File: config.mk
export PLATFORM = sky130hd
export DESIGN_NAME = rel_cmp_arbiter
export DESIGN_NICKNAME = d
export VERILOG_FILES = /design/src/rtl/rel_cmp_pkg.sv /design/src/rtl/rel_cmp_unit.sv /design/src/rtl/rel_cmp_arbiter.sv
export SDC_FILE = /design/constraint.sdc
export NUM_CORES = 1
export LEC_CHECK = 0
export ABC_AREA = 1
export CAP_MARGIN = 15
export CORE_MARGIN = 2
export CORE_UTILIZATION = 43
export CTS_CLUSTER_DIAMETER = 40
export DETAILED_ROUTE_END_ITERATION = 10
export GPL_ROUTABILITY_DRIVEN = 0
export PLACE_DENSITY_LB_ADDON = 0.1
export SYNTH_ARGS = -nofsm -noshare
export SYNTH_HDL_FRONTEND = slang
export SYNTH_SLANG_ARGS = --single-unit
File: constraint.sdc
create_clock -name clk -period 1.9 [get_ports clk]
set_input_delay 0.57 -clock clk [delete_from_list [all_inputs] [get_ports clk]]
set_output_delay 0.57 -clock clk [all_outputs]
set_load 0.05 [all_outputs]
File: src/rtl/rel_cmp_pkg.sv
`default_nettype none
// ============================================================================
// Module  : rel_cmp_pkg
// Purpose : Relation codes, FSM encoding and flag positions for rel_cmp_arbiter.
// Revision: 1.0 - initial release
// ============================================================================
package rel_cmp_pkg;

    localparam logic [2:0] REL_EQ   = 3'd0;
    localparam logic [2:0] REL_NEQ  = 3'd1;
    localparam logic [2:0] REL_CEQ  = 3'd2;
    localparam logic [2:0] REL_CNEQ = 3'd3;
    localparam logic [2:0] REL_LT   = 3'd4;
    localparam logic [2:0] REL_GT   = 3'd5;
    localparam logic [2:0] REL_LTE  = 3'd6;
    localparam logic [2:0] REL_GTE  = 3'd7;

    localparam logic [1:0] ST_IDLE = 2'd0;
    localparam logic [1:0] ST_CAP  = 2'd1;
    localparam logic [1:0] ST_CMP  = 2'd2;
    localparam logic [1:0] ST_RESP = 2'd3;

    typedef enum logic [1:0] {
        S_IDLE = ST_IDLE,
        S_CAP  = ST_CAP,
        S_CMP  = ST_CMP,
        S_RESP = ST_RESP
    } state_e;

    localparam int N_FLAGS  = 8;
    localparam int FLG_EQ   = 0;
    localparam int FLG_NEQ  = 1;
    localparam int FLG_CEQ  = 2;
    localparam int FLG_CNEQ = 3;
    localparam int FLG_LT   = 4;
    localparam int FLG_GT   = 5;
    localparam int FLG_LTE  = 6;
    localparam int FLG_GTE  = 7;

    function automatic logic rel_select(input logic [N_FLAGS-1:0] flags,
                                        input logic [2:0]         op);
        logic res;
        res = 1'b0;
        case (op)
            REL_EQ:   res = flags[FLG_EQ];
            REL_NEQ:  res = flags[FLG_NEQ];
            REL_CEQ:  res = flags[FLG_CEQ];
            REL_CNEQ: res = flags[FLG_CNEQ];
            REL_LT:   res = flags[FLG_LT];
            REL_GT:   res = flags[FLG_GT];
            REL_LTE:  res = flags[FLG_LTE];
            REL_GTE:  res = flags[FLG_GTE];
            default:  res = 1'b0;
        endcase
        return res;
    endfunction

endpackage
`default_nettype wire

File: src/rtl/rel_cmp_unit.sv
`default_nettype none
// ============================================================================
// Module  : rel_cmp_unit
// Purpose : Combinational evaluation of all eight relations on one operand pair.
// Revision: 1.0 - initial release
// ============================================================================
module rel_cmp_unit
    import rel_cmp_pkg::*;
#(
    parameter int WIDTH  = 4,
    parameter bit SIGNED = 1'b0
) (
    input  logic [WIDTH-1:0]   a_i,
    input  logic [WIDTH-1:0]   b_i,
    output logic [N_FLAGS-1:0] flags_o
);

    logic eq;
    logic lt;

    assign eq = (a_i == b_i);

    generate
        if (SIGNED) begin : g_signed
            assign lt = ($signed(a_i) < $signed(b_i));
        end else begin : g_unsigned
            assign lt = (a_i < b_i);
        end
    endgenerate

    // ceq/cneq only differ from eq/neq for x/z operands, which never reach silicon.
    always_comb begin
        flags_o           = '0;
        flags_o[FLG_EQ]   = eq;
        flags_o[FLG_NEQ]  = ~eq;
        flags_o[FLG_CEQ]  = eq;
        flags_o[FLG_CNEQ] = ~eq;
        flags_o[FLG_LT]   = lt;
        flags_o[FLG_GT]   = ~lt & ~eq;
        flags_o[FLG_LTE]  = lt | eq;
        flags_o[FLG_GTE]  = ~lt;
    end

endmodule
`default_nettype wire

File: src/rtl/rel_cmp_arbiter.sv
`default_nettype none
// ============================================================================
// Module  : rel_cmp_arbiter
// Purpose : Round-robin sharing of one relational comparator among N_REQ clients.
// Revision: 1.0 - initial release
// ============================================================================
module rel_cmp_arbiter
    import rel_cmp_pkg::*;
#(
    parameter int N_REQ  = 4,
    parameter int WIDTH  = 4,
    parameter bit SIGNED = 1'b0,
    localparam int ID_W  = $clog2(N_REQ)
) (
    input  logic                   clk,
    input  logic                   rst_n,
    input  logic [N_REQ-1:0]       req,
    input  logic [N_REQ*WIDTH-1:0] a_in,
    input  logic [N_REQ*WIDTH-1:0] b_in,
    input  logic [N_REQ*3-1:0]     op_in,
    output logic [N_REQ-1:0]       gnt,
    output logic                   rsp_valid,
    input  logic                   rsp_ready,
    output logic [ID_W-1:0]        rsp_id,
    output logic                   rsp_result,
    output logic [N_FLAGS-1:0]     rsp_flags,
    output logic                   busy
);

    state_e               state_q;
    logic [ID_W-1:0]      last_id_q;
    logic [ID_W-1:0]      id_q;
    logic [WIDTH-1:0]     a_q;
    logic [WIDTH-1:0]     b_q;
    logic [2:0]           op_q;
    logic [N_REQ-1:0]     gnt_q;
    logic                 rsp_valid_q;
    logic [ID_W-1:0]      rsp_id_q;
    logic                 rsp_result_q;
    logic [N_FLAGS-1:0]   rsp_flags_q;
    logic                 busy_q;

    logic [WIDTH-1:0]     a_arr  [N_REQ];
    logic [WIDTH-1:0]     b_arr  [N_REQ];
    logic [2:0]           op_arr [N_REQ];
    logic                 win_found;
    logic [ID_W-1:0]      win_id;
    logic [ID_W-1:0]      cand;
    logic [N_FLAGS-1:0]   flags;

    generate
        for (genvar i = 0; i < N_REQ; i++) begin : g_unpack
            assign a_arr[i]  = a_in[i*WIDTH +: WIDTH];
            assign b_arr[i]  = b_in[i*WIDTH +: WIDTH];
            assign op_arr[i] = op_in[i*3 +: 3];
        end
    endgenerate

    // Search starts one past the last grant, so the last winner has lowest priority.
    always_comb begin
        win_found = 1'b0;
        win_id    = '0;
        cand      = '0;
        for (int k = 1; k <= N_REQ; k++) begin
            cand = ID_W'((int'(last_id_q) + k) % N_REQ);
            if (!win_found && req[cand]) begin
                win_found = 1'b1;
                win_id    = cand;
            end
        end
    end

    rel_cmp_unit #(
        .WIDTH  (WIDTH),
        .SIGNED (SIGNED)
    ) u_cmp (
        .a_i     (a_q),
        .b_i     (b_q),
        .flags_o (flags)
    );

    always_ff @(posedge clk or negedge rst_n) begin
        if (!rst_n) begin
            state_q      <= S_IDLE;
            last_id_q    <= ID_W'(N_REQ - 1);
            id_q         <= '0;
            a_q          <= '0;
            b_q          <= '0;
            op_q         <= '0;
            gnt_q        <= '0;
            rsp_valid_q  <= 1'b0;
            rsp_id_q     <= '0;
            rsp_result_q <= 1'b0;
            rsp_flags_q  <= '0;
            busy_q       <= 1'b0;
        end else begin
            case (state_q)
                S_IDLE: begin
                    if (win_found) begin
                        a_q     <= a_arr[win_id];
                        b_q     <= b_arr[win_id];
                        op_q    <= op_arr[win_id];
                        id_q    <= win_id;
                        gnt_q   <= N_REQ'(1) << win_id;
                        busy_q  <= 1'b1;
                        state_q <= S_CAP;
                    end
                end
                S_CAP: begin
                    gnt_q     <= '0;
                    last_id_q <= id_q;
                    state_q   <= S_CMP;
                end
                S_CMP: begin
                    rsp_flags_q  <= flags;
                    rsp_result_q <= rel_select(flags, op_q);
                    rsp_id_q     <= id_q;
                    rsp_valid_q  <= 1'b1;
                    state_q      <= S_RESP;
                end
                S_RESP: begin
                    if (rsp_ready) begin
                        rsp_valid_q <= 1'b0;
                        busy_q      <= 1'b0;
                        state_q     <= S_IDLE;
                    end
                end
                default: state_q <= S_IDLE;
            endcase
        end
    end

    assign gnt        = gnt_q;
    assign rsp_valid  = rsp_valid_q;
    assign rsp_id     = rsp_id_q;
    assign rsp_result = rsp_result_q;
    assign rsp_flags  = rsp_flags_q;
    assign busy       = busy_q;

endmodule
`default_nettype wire

== Yosys cells after proc, flatten, opt, wreduce, memory -nomap -nowiden ==
Index checks and enable logic that the tools add are counted.

* $add $sub $neg: 4
* Magnitude comparators: 6
* Equality and inequality tests: 13
* Shifts and indexed selects: 1
* Muxes and demuxes: 35
* Bitwise gates (word level): 5
* Reductions and logical operators: 18

{| class="wikitable"
|+ Operators by type and width
! cell !! number
|-
| 4-bit 2-to-1 mux || 5
|-
| 4-bit binary-select mux with 2-bit select || 2
|-
| 3-bit == test (second input constant) || 4
|-
| 2-bit by 3-bit < comparator with 1-bit output (second input constant) || 4
|-
| 2-bit 2-to-1 mux || 6
|-
| 1-bit 2-to-1 mux || 10
|-
| 1-bit binary-select mux with 2-bit select || 4
|-
| 2-bit one-hot mux with 4 select lines || 1
|-
| 4-bit one-hot mux with 2 select lines || 1
|-
| 2-bit AND reduction || 4
|-
| 3-bit binary-select mux with 2-bit select || 1
|-
| 3-bit by 2-bit == test with 1-bit output (second input constant) || 2
|-
| 3-bit 2-to-1 mux || 2
|-
| 1-bit one-hot mux with 6 select lines || 1
|-
| 2-bit nonzero test || 3
|-
| 2-bit by 1-bit adder with 2-bit output (second input constant) || 2
|-
| 2-bit adder (second input constant) || 2
|-
| 2-bit == test (second input constant) || 2
|-
| 4-bit == test || 1
|-
| 4-bit < comparator || 1
|-
| 2-bit inequality test (second input constant) || 2
|-
| 1-bit one-hot mux with 2 select lines || 2
|-
| 2-bit OR reduction || 2
|-
| 1-bit by 2-bit left shift with 4-bit output (first input constant) || 1
|-
| 12 further kinds || 17
|}

* Register bits after elaboration: 34
* Input bits: 51
* Output and inout bits: 17
* Word-level logic and storage cells: 94

== Longest topological paths before layout ==
* Depth after elaboration: 17
* Gate-level depth with buffers: 18
* Mapped depth without buffers: 16

== Hierarchy ==
A second synthesis with hierarchy kept.

* Cells, all modules: 343
* Area, all modules: 2417.3 µm²

{| class="wikitable"
|+ By module, submodules not included
! module !! times used !! cells each !! area an instance (µm²) !! seq. area each (µm²)
|-
| rel_cmp_arbiter || 1 || 316 || 2248.4 || 853.3
|-
| rel_cmp_unit || 1 || 27 || 168.9 || 0.0
|}

== Worst setup path before layout ==
Ideal clock, no wire load.

* Kind: reg2reg
* Start point: register last_id_q[0]
* End point: register a_q[1]
* Library setup time: 0.117 ns
* Arrival time: 1.722 ns
* Data required time: 1.783 ns
* Path slack: 0.061 ns
* Cell stages (with the launch flop): 18
* Buffers on the path: 2
* Clock period less this slack: 1.839 ns
* Cell sequence: dfstp_2 buf_6 inv_6 nand2_2 nand2_1 nand2_1 nand2_1 nor2_4 nand3_2 nand2_4 nand2_4 buf_6 nand2_1 nand2_1 nand2_1 nand2_1 nand2_1 nand2_1

* Longest elaborated chain between the ends: 17
* Elaborated cells between the ends (all ways): 31
* Classes of those cells: 4 x add/sub; 19 x mux; 1 x bitwise; 7 x reduce/logical

{| class="wikitable"
|+ Ends and longest elaborated chain
! element !! RTL line !! RTL
|-
| from (decl) || rel_cmp_arbiter.sv:31 || <nowiki>logic [ID_W-1:0] last_id_q;</nowiki>
|-
| from (signal assigned) || rel_cmp_arbiter.sv:85 || <nowiki>last_id_q <= ID_W'(N_REQ - 1);</nowiki>
|-
| from (signal assigned) || rel_cmp_arbiter.sv:111 || <nowiki>last_id_q <= id_q;</nowiki>
|-
| 2-bit by 1-bit adder with 2-bit output || rel_cmp_arbiter.sv:65 || <nowiki>cand = ID_W'((int'(last_id_q) + k) % N_REQ);</nowiki>
|-
| 1-bit binary-select mux with 2-bit select || rel_cmp_arbiter.sv:66 || <nowiki>if (!win_found && req[cand]) begin</nowiki>
|-
| 1-bit 2-to-1 mux (implied by the code) || rel_cmp_arbiter.sv:66 ||
|-
| 1-bit 2-to-1 mux || rel_cmp_arbiter.sv:66 ||
|-
| 1-bit zero test || rel_cmp_arbiter.sv:66 ||
|-
| 1-bit logical AND || rel_cmp_arbiter.sv:66 ||
|-
| 1-bit 2-to-1 mux || rel_cmp_arbiter.sv:66 ||
|-
| 1-bit zero test || rel_cmp_arbiter.sv:66 ||
|-
| 1-bit logical AND || rel_cmp_arbiter.sv:66 ||
|-
| 1-bit 2-to-1 mux || rel_cmp_arbiter.sv:66 ||
|-
| 1-bit zero test || rel_cmp_arbiter.sv:66 ||
|-
| 1-bit logical AND || rel_cmp_arbiter.sv:66 ||
|-
| 2-bit 2-to-1 mux || rel_cmp_arbiter.sv:66 ||
|-
| 2-bit NOT with 3-bit output (implied by the code) || rel_cmp_arbiter.sv:100 || <nowiki>a_q <= a_arr[win_id];</nowiki>
|-
| 4-bit binary-select mux with 2-bit select || rel_cmp_arbiter.sv:100 ||
|-
| 4-bit 2-to-1 mux (implied by the code) (2 in series) || rel_cmp_arbiter.sv:100 ||
|-
| to (signal assigned) || rel_cmp_arbiter.sv:100 ||
|-
| to (decl) || rel_cmp_arbiter.sv:33 || <nowiki>logic [WIDTH-1:0] a_q;</nowiki>
|}

Parallel ways exist; a longest one is shown, timed or not. The select of a mux whose other input is x is not followed.
A chain may end at the register's enable or synchronous reset.

== Worst setup path after layout ==
* Start point: register last_id_q[0]
* End point: register b_q[3]

* Longest elaborated chain between the ends: 17
* Elaborated cells between the ends (all ways): 31
* Classes of those cells: 4 x add/sub; 19 x mux; 1 x bitwise; 7 x reduce/logical

{| class="wikitable"
|+ Ends and longest elaborated chain
! element !! RTL line !! RTL
|-
| 2-bit by 1-bit adder with 2-bit output || rel_cmp_arbiter.sv:65 ||
|-
| 1-bit binary-select mux with 2-bit select || rel_cmp_arbiter.sv:66 ||
|-
| 1-bit 2-to-1 mux (implied by the code) || rel_cmp_arbiter.sv:66 ||
|-
| 1-bit 2-to-1 mux || rel_cmp_arbiter.sv:66 ||
|-
| 1-bit zero test || rel_cmp_arbiter.sv:66 ||
|-
| 1-bit logical AND || rel_cmp_arbiter.sv:66 ||
|-
| 1-bit 2-to-1 mux || rel_cmp_arbiter.sv:66 ||
|-
| 1-bit zero test || rel_cmp_arbiter.sv:66 ||
|-
| 1-bit logical AND || rel_cmp_arbiter.sv:66 ||
|-
| 1-bit 2-to-1 mux || rel_cmp_arbiter.sv:66 ||
|-
| 1-bit zero test || rel_cmp_arbiter.sv:66 ||
|-
| 1-bit logical AND || rel_cmp_arbiter.sv:66 ||
|-
| 2-bit 2-to-1 mux || rel_cmp_arbiter.sv:66 ||
|-
| 2-bit NOT with 3-bit output (implied by the code) || rel_cmp_arbiter.sv:101 || <nowiki>b_q <= b_arr[win_id];</nowiki>
|-
| 4-bit binary-select mux with 2-bit select || rel_cmp_arbiter.sv:101 ||
|-
| 4-bit 2-to-1 mux (implied by the code) (2 in series) || rel_cmp_arbiter.sv:101 ||
|-
| to (signal assigned) || rel_cmp_arbiter.sv:101 ||
|-
| to (decl) || rel_cmp_arbiter.sv:34 || <nowiki>logic [WIDTH-1:0] b_q;</nowiki>
|}

Parallel ways exist; a longest one is shown, timed or not. The select of a mux whose other input is x is not followed.

==> results_dict.tcl <==
set metrics [dict create \
    grt_max_degree 27 \
    syn_nets 391 \
    cts_hold_buffers 0 \
    status "complete, but fails checks" \
    hold_class "register to register" \
    ff_latch_area_um2 803 \
    grt_pass1_wl_mm 10.6 \
    clkSinkCount 32 \
    drc 0 \
    cts_tree "done" \
    yosys.area.top_type "dfrtp_1" \
    vias 2445 \
    worst_slack_ps -154 \
    multi_input_area_um2 1430 \
    synth_top_area_share_pct 34.1 \
    swShare_pct 49.3 \
    start_util_pct 43.7 \
    synthDistinctLibCells 30 \
    fillCellCount 399 \
    syn_to_final_growth_pct 64.7 \
    ff2ff_setup_slack_ps -150 \
    violations "negative setup slack" \
    viasPerCell 4.89 \
    rsz0062_at_grt "yes" \
    ctsRootBufferMaster "clkbuf_8" \
    syn_avg_cell_area_um2 6.66 \
    power.density_nw_per_um2 2190 \
    first_global_vias 2457 \
    io_buffers 67 \
    p_int_mw 4.03 \
    fmax_ghz 0.487 \
    cts_buffer_depth 2 \
    drive_above_1_share_pct 28.1 \
    use_met1_pct 27.9 \
    hold_viol_final 0 \
    skew_ps 7.62 \
    cts_buffers 5 \
    ir_drop_v 0.00100 \
    wl_mm 6.45 \
    worst_setup_path_end_kind "register" \
    cpMostUsedCell "nand2_1" \
    synthTopCellsByArea "dfrtp_1, nand2_1, nand3_1" \
    met2_usage_pct 45.7 \
    crit_slowest_cell "dfstp_2" \
    drv_slew 0 \
    htree_num_levels 2 \
    finalSetupViolations 19 \
    synthesis.instances 331 \
    die_height_um 75.6 \
    dp_hpwl_mm 4.15 \
    die_w_um 75.6 \
    cp_slowest_stage_delay_ps 610 \
    path_cells "inv_6, nand2_2, nand2_2, nand2_2, nand2_4, inv_2, nand2_4, buf_6, nand2_8, buf_6, nand2_8, nand2_1, nand2_1, nand2_1, nand2_1, nand2_1, nand2_1" \
    rr_startpoint "last_id_q[0]$_DFFE_PN1P_" \
    switching_power_mw 3.92 \
    worstPathArrival_ps 2230 \
    synth_flop_cell "dfrtp_1" \
    synth_area_um2 2200 \
    yosysSeqAreaShare_pct 36.4 \
    grt.total_usage_pct 24.6 \
    seqPwrFrac_pct 15.1 \
    finalCritPeriodShare_pct 108 \
    coreArea_um2 5040 \
    io_pins 68 \
    tightest_slew_ps 381 \
    grt.busiest_layer "met2" \
    fin_area_um2 3630 \
    async_reset_ff_share_pct 100 \
    cp-start-kind "register" \
    synth_edf_count 0 \
    rows 26 \
    grt_overflow 0 \
    min_period_ps 2050 \
    clk_pin_slew_ps 70 \
    met3_usage_pct 5.56 \
    place_area_um2 3020 \
    critPathKind "register to register" \
    fin_nets 489 \
    startpoint "last_id_q[0]$_DFFE_PN1P_" \
    pwr-share-clk_pct 9.1 \
    clock_latency_ps 290 \
    p_leak_nw 1.85 \
    antenna_found_initial 0 \
    endpoint "b_q[3]$_DFFE_PN0P_" \
    wl_per_cell_um 12.9 \
    synth_seq_cells 32 \
    worst_r2r_path_depth 17 \
    critPathMaxFanout 8 \
    ant_nets 0 \
    combPwrFrac_pct 75.8 \
    relSlewSlack_pct 74.5 \
    num_antenna_cells 0 \
    drtIter0Drc 90 \
    maxCapViolations 0 \
    drt_pre_antenna_iters 4 \
    power.total_mw 7.96 \
    synth_most_common_cell "nand2_1" \
    yosysWarnings 0 \
    dieArea_um2 5720 \
    critPathRequiredTime_ps 2070 \
    worstReg2RegEnd "b_q[3]$_DFFE_PN0P_" \
    synthTopCellsByCount "nand2_1, dfrtp_1, nand3_1" \
]
[sequential cells by signal, indices dropped and copies added, names as in the netlist]
name and flops:
last_id_q 2, state_q 2, id_q 2, rsp_flags 6
rsp_id 2, a_q 4, rsp_valid 1, rsp_result 1
busy 1, b_q 4, gnt 4, op_q 3
[worst min path at each step]
stage | endpoint | depth (start not counted) | slack (ps) | start
global route | b_q[0]$_DFFE_PN0P_ | 2 | 520 | b_q[0]$_DFFE_PN0P_
floorplan | a_q[0]$_DFFE_PN0P_ | 0 | 270 | rst_n
detailed placement | rsp_flags[7]$_DFFE_PN0P_ | 2 | 470 | rsp_flags[7]$_DFFE_PN0P_
finish | a_q[0]$_DFFE_PN0P_ | 2 | 480 | a_q[0]$_DFFE_PN0P_
CTS | a_q[0]$_DFFE_PN0P_ | 2 | 480 | a_q[0]$_DFFE_PN0P_
global placement | rsp_id[1]$_DFFE_PN0P_ | 2 | 460 | rsp_id[1]$_DFFE_PN0P_
[through the flow]
stage / instances / setup slack, ps / util, % / hold slack [ps] / setup TNS [ps]
floorplan: 331 / 61.5 / - / 274 / 0
global placement: 472 / -507 / 59.9 / 459 / -8720
detailed placement: 472 / -568 / 59.9 / 469 / -9540
CTS: 497 / -106 / 69.7 / 484 / -1570
global route: 500 / -306 / 72.0 / 517 / -4570
finish: 500 / -154 / 72.0 / 480 / -2090
[placed cells by master (no fill, tap or decap)]
| cell | n |
|---|---|
| nand3_1 | 27 |
| o211ai_1 | 1 |
| clkbuf_8 | 7 |
| buf_16 | 3 |
| nand2_2 | 32 |
| bufinv_16 | 1 |
| inv_6 | 1 |
| buf_12 | 8 |
| dfrtp_1 | 30 |
| o22ai_1 | 4 |
| a21oi_1 | 3 |
| a32oi_1 | 1 |
| o2bb2ai_1 | 1 |
| inv_1 | 24 |
| nor3_2 | 1 |
| o21ai_1 | 1 |
| clkdlybuf4s50_1 | 46 |
| a21oi_2 | 1 |
| a211oi_2 | 1 |
| nor2_4 | 2 |
| dfstp_2 | 2 |
| a21o_1 | 1 |
| buf_4 | 35 |
| clkinv_4 | 1 |
| inv_2 | 3 |
| dlygate4sd2_1 | 4 |
| nand2_8 | 5 |
| nand2_1 | 133 |
| ha_1 | 9 |
| o22ai_2 | 2 |
| nor2_1 | 13 |
| nand3_4 | 1 |
| o21ai_2 | 2 |
| buf_6 | 6 |
| nor3_1 | 1 |
| o21ai_0 | 10 |
| nand2_4 | 6 |
| o21ai_4 | 1 |
[cells by family after synthesis]
group,after synthesis,synth area share (%)
AOI/OAI and AO/OA,29,7.95
buffers and inverters,43,9.53
adders and majority gates,9,5.11
DFF,32,36.4
and+or+nand+nor,218,41.0
[cell type report]
class | count | share of cell area [%]
well taps | 70 | 2.41
multi-input cells | 259 | 39.3
inverters | 29 | 3.27
clock buffers | 7 | 2.65
flip-flops and latches | 32 | 22.1
repair buffers | 102 | 29.4
clock inverters | 1 | 0.827
[per-layer routing]
metal | up-vias | wire, um
li1 | 1241 | -
met2 | 60 | 3440
met3 | 14 | 239
met1 | 1130 | 2660
met5 | - | 0
met4 | 0 | 114
[critical path: cells and delay by family, from the launching register on]
family	cells	cell delay [ps]
flip-flops	1	610
buffers and inverters	4	410
AND/OR/NAND/NOR	13	910
[power by group through the flow]
stage / combinational (mW) / clock [mW] / sequential (mW)
final: 6.03 / 0.722 / 1.20
after floorplan: 2.80 / 0 / 1.57
after global placement: 4.34 / 0 / 1.21
after detailed placement: 4.39 / 0 / 1.22
after CTS: 5.60 / 0.730 / 1.20
after global routing: 6.61 / 0.771 / 1.24
[what timing repair did]
| action | CTS | global route |
|---|---|---|
| setup buffers | 11 | 3 |
| gates resized for setup | 52 | 17 |
| pin swaps | 22 | 13 |
| cloned | 6 | 0 |
| setup endpoints to repair | 20 | 21 |
(Power assumes the default switching activity.)
